`src/rtl/fsm_seq_ctrl.sv`:
```
// fsm_seq_ctrl: applies a serial pattern to a driven FSM and captures its response; abort support under FSM_SEQ_ABORT_EN
module fsm_seq_ctrl #(
  parameter int PW = 16,
  parameter int LW = 5
) (
  input  logic          clk,
  input  logic          rst,
  input  logic          start,
  input  logic [PW-1:0] pat_in,
  input  logic [LW-1:0] len,
  input  logic          fsm_y,
`ifdef FSM_SEQ_ABORT_EN
  input  logic          abort,
  output logic          aborted,
`endif
  output logic          fsm_x,
  output logic          fsm_clr,
  output logic          busy,
  output logic          done,
  output logic [PW-1:0] resp,
  output logic [LW-1:0] ones_cnt
);
  typedef enum logic [1:0] {IDLE, CLR, RUN, DONE} state_t;
  state_t state, state_n;
  logic [PW-1:0] pat;
  logic [LW-1:0] n, idx, len_c;
  logic stop;
  assign len_c = (len > LW'(PW)) ? LW'(PW) : len;
`ifdef FSM_SEQ_ABORT_EN
  assign stop = abort;
`else
  assign stop = 1'b0;
`endif
  // state register
  always_ff @(posedge clk) state <= !rst ? IDLE : state_n;
  // next state and state-decoded outputs
  always_comb begin
    state_n = state;
    busy = state != IDLE;
    done = state == DONE;
    fsm_x = (state == RUN) && |(pat & (PW'(1) << idx));
    case (state)
      IDLE:    state_n = start ? ((len_c == '0) ? DONE : CLR) : IDLE;
      CLR:     state_n = stop ? DONE : RUN;
      RUN:     state_n = (stop || idx == n - 1'b1) ? DONE : RUN;
      default: state_n = IDLE;
    endcase
  end
  // latched run parameters, bit index, captured response and registered clear
  always_ff @(posedge clk) begin
    if (!rst) begin
      pat      <= '0;
      n        <= '0;
      idx      <= '0;
      resp     <= '0;
      ones_cnt <= '0;
      fsm_clr  <= 1'b1;
`ifdef FSM_SEQ_ABORT_EN
      aborted  <= 1'b0;
`endif
    end else begin
      fsm_clr <= state_n == CLR;
      if (state == IDLE && start) begin
        pat      <= pat_in;
        n        <= len_c;
        idx      <= '0;
        resp     <= '0;
        ones_cnt <= '0;
`ifdef FSM_SEQ_ABORT_EN
        aborted  <= 1'b0;
`endif
      end
      if (state == CLR) idx <= '0;
      if (state == RUN && !stop) begin
        resp     <= resp | (PW'(fsm_y) << idx);
        ones_cnt <= ones_cnt + LW'(fsm_y);
        idx      <= idx + 1'b1;
      end
`ifdef FSM_SEQ_ABORT_EN
      if ((state == CLR || state == RUN) && abort) aborted <= 1'b1;
`endif
    end
  end
endmodule

```
`config.mk`:
```
export PLATFORM = sky130hd
export DESIGN_NAME = fsm_seq_ctrl
export DESIGN_NICKNAME = d
export VERILOG_FILES = /design/src/rtl/fsm_seq_ctrl.sv
export SDC_FILE = /design/constraint.sdc
export NUM_CORES = 1
export LEC_CHECK = 0
export BUFFER_PORTS_ARGS = -buffer_cell sky130_fd_sc_hd__clkbuf_2
export CAP_MARGIN = 20
export CELL_PAD_IN_SITES_DETAIL_PLACEMENT = 0
export CELL_PAD_IN_SITES_GLOBAL_PLACEMENT = 2
export CORE_MARGIN = 5
export CORE_UTILIZATION = 25
export DETAILED_ROUTE_END_ITERATION = 10
export PLACE_DENSITY = 0.7
export RECOVER_POWER = 100
export SLEW_MARGIN = 15
export SYNTH_ARGS = -nofsm -noshare
export SYNTH_HDL_FRONTEND = slang
export SYNTH_SLANG_ARGS = --single-unit
```
`constraint.sdc`:
```
create_clock -name clk -period 2.84 [get_ports clk]
set_input_delay 0.142 -clock clk [delete_from_list [all_inputs] [get_ports clk]]
set_output_delay 0.142 -clock clk [all_outputs]
set_load 0.01 [all_outputs]
```
==> metrics <==
status complete, no violations; Final Wtd Congestion 0.687; vias after detailed routing 1,973; crit path to fsm_x; largest area contributor in the netlist dfxtp_1; ys async rst share 0; Chip Height 107 um; Post-CTS Setup Bufs 0; Post-synth EDFFs 0; crit end category output port; Worst VDD drop 174 uV; R2R Setup Slk 0.71 ns; CTS root buf clkbuf_8; core area 9240 um2; Chip Width 107 um; Total Routing Usage GR 0.108; crit path from idx[0]; Final TNS setup 0 ns; Area Growth Syn to Fin 15.8%; HPWL Detailed 4330 um; dpl cells 434; fin nets 350; row cnt 35; DRT antenna net count 0; CTS sink count 50; Critical Path Start Type flip-flop; CP max FO 9; fmax 439 MHz; Max Root-Sink Buffers 2; Main synth FF type dfxtp_1; Starting Density 0.257; most frequent cells in the layout nand2_1 (56), dfxtp_1 (50), clkbuf_1 (28); cts hold-fix bufs 0; CP arrival 2.14 ns; Final period util 0.803; die area 11,500 um2; DP Area 2700 um2; CTS tree done; Synth Instances 270; Worst-Margin Slew 1.08 ns; DRC viols 0; IO buf count 49; drt first pass iters 4; Synth Register Bits 50; WL per Instance 13.5 um; H-tree levels 2; share of cells above drive strength 1 0.109; Yosys top cell area share 0.422; Seq/Total Area, Yosys 0.422; CP Class reg2out; power density cells 503 nW/um2; data required time at the worst endpoint 2.70 ns; worst-skew pair later-pin latency 0.30 ns; cell depth of the worst flop-to-flop path 7; Reg2Reg Launch Point state[0]; worst setup margin 0.560 ns; Starting DRT DRC Count 105; most common cell after layout, fill and taps aside nand2_1; Layout Utilization 0.297; post_cts resized 0; Max Slew Vio Count 0; initial antenna violation count 0; Netlist cell types 47; Synth Warn # 0; I/O Pins 50; final setup vio count 0; Layout Cells excl Fill 442; largest net degree at the start of global routing 38; design area 2750 um2; pre-CTS setup slack 0.884 ns; RSZ-0062 raised after global routing false; grt ovf 0; DRT Wirelength 5980 um; Final Skew 0.00705 ns; clock slew at reported path FFs 0.09 ns; Max-cap violations 0; Filler cells 1,028; post-layout power 1.38 mW; CTS Buf Count 5; worst hold margin 0.0611 ns; top post-synthesis cells by area dfxtp_1 (42%), nand2_1 (8.7%), ha_1 (6.9%), a21boi_0 (5.4%), o21ai_0 (2.7%); vias per inst 4.46; area of the mapped netlist 2370 um2; clock period minus worst slack 2.28 ns; final hold vios 0; vias in the first global route 2,046; Mapped Nets 308; Rel. slew slack 0.279; Min-Delay Path Class in2reg; Lkg Pwr 1.09 nW; first-pass GRT wire length 10,100 um; FF-to-FF End ones_cnt[1]; ant diodes 0; Mean Syn Cell Area 8.79 um2
## state kept, by name, summed over array words and instances, names as in the netlist
register,count
n,5
pat,16
state,2
idx,5
fsm_clr,1
ones_cnt,5
resp,16
## cells in the mapped netlist (3+ instances only)
library cell,n
o21ai_0,13
a21oi_1,9
and3_1,9
xor2_1,3
nand2_1,55
dfxtp_1,50
and2_1,3
nand3b_1,3
nand3_1,7
clkbuf_1,7
buf_6,3
ha_1,13
nor2_1,4
a22o_1,6
a31oi_1,3
a222oi_1,4
buf_2,5
nor2b_1,8
a21boi_0,17
inv_1,10
nand2b_1,3
nor4_1,3
xnor2_1,3
## where the power goes
part / internal (mW) / switching, mW / total (mW)
sequential: 0.729 / 0.0217 / 0.751
clock: 0.197 / 0.236 / 0.433
combinational: 0.0752 / 0.122 / 0.197
total: 1.00 / 0.379 / 1.38
## worst min-delay path by stage
stage / slack [ns] / to / cells past startpoint / startpoint
after floorplan: 0.29 / pat[10] / 2 / pat_in[10]
after global placement: 0.38 / pat[10] / 3 / pat_in[10]
after global routing: 0.07 / pat[4] / 3 / pat_in[4]
after CTS: 0.06 / pat[10] / 3 / pat_in[10]
after detailed placement: 0.39 / pat[10] / 3 / pat_in[10]
final: 0.06 / pat[10] / 3 / pat_in[10]
## area by class of cell
cell class	count	area (um2)	share of cell area
Clock inverter	1	5.00	0.00182
Multi-Input combinational cell	194	1230	0.449
Sequential cell	50	1000	0.364
Inverter	10	37.5	0.0137
Clock buffer	7	86.3	0.0314
Tap cell	129	161	0.0587
Timing Repair Buffer	51	221	0.0806
## worst max-delay path, stage by stage (launching register included)
cell	delay [ns]
dfxtp_1	0.53
inv_1	0.19
ha_1	0.29
a222oi_1	0.30
mux2i_1	0.13
o21ai_0	0.16
a31oi_1	0.07
clkbuf_1	0.16
## cells by family (layout without fill, tap and decap cells)
kind of cell,after synthesis,count (layout),synth area share
XOR/XNOR,6,6,0.0221
AO/OA/AOI/OAI,67,67,0.204
AND/OR/NAND/NOR,105,105,0.216
multiplexers,3,3,0.0132
buffers and inverters,26,69,0.0548
flip-flops,50,50,0.422
adder cells (fa/ha/maj),13,13,0.0685
## per-layer routing
metal	global-route usage	share of wire	vias up
met5	0	0	-
met4	0.0271	0.0052	0
met3	0.0252	0.045	2
met2	0.165	0.42	41
met1	0.152	0.53	909
li1	-	-	1021
Note: power is estimated with default switching activity, not from simulation.
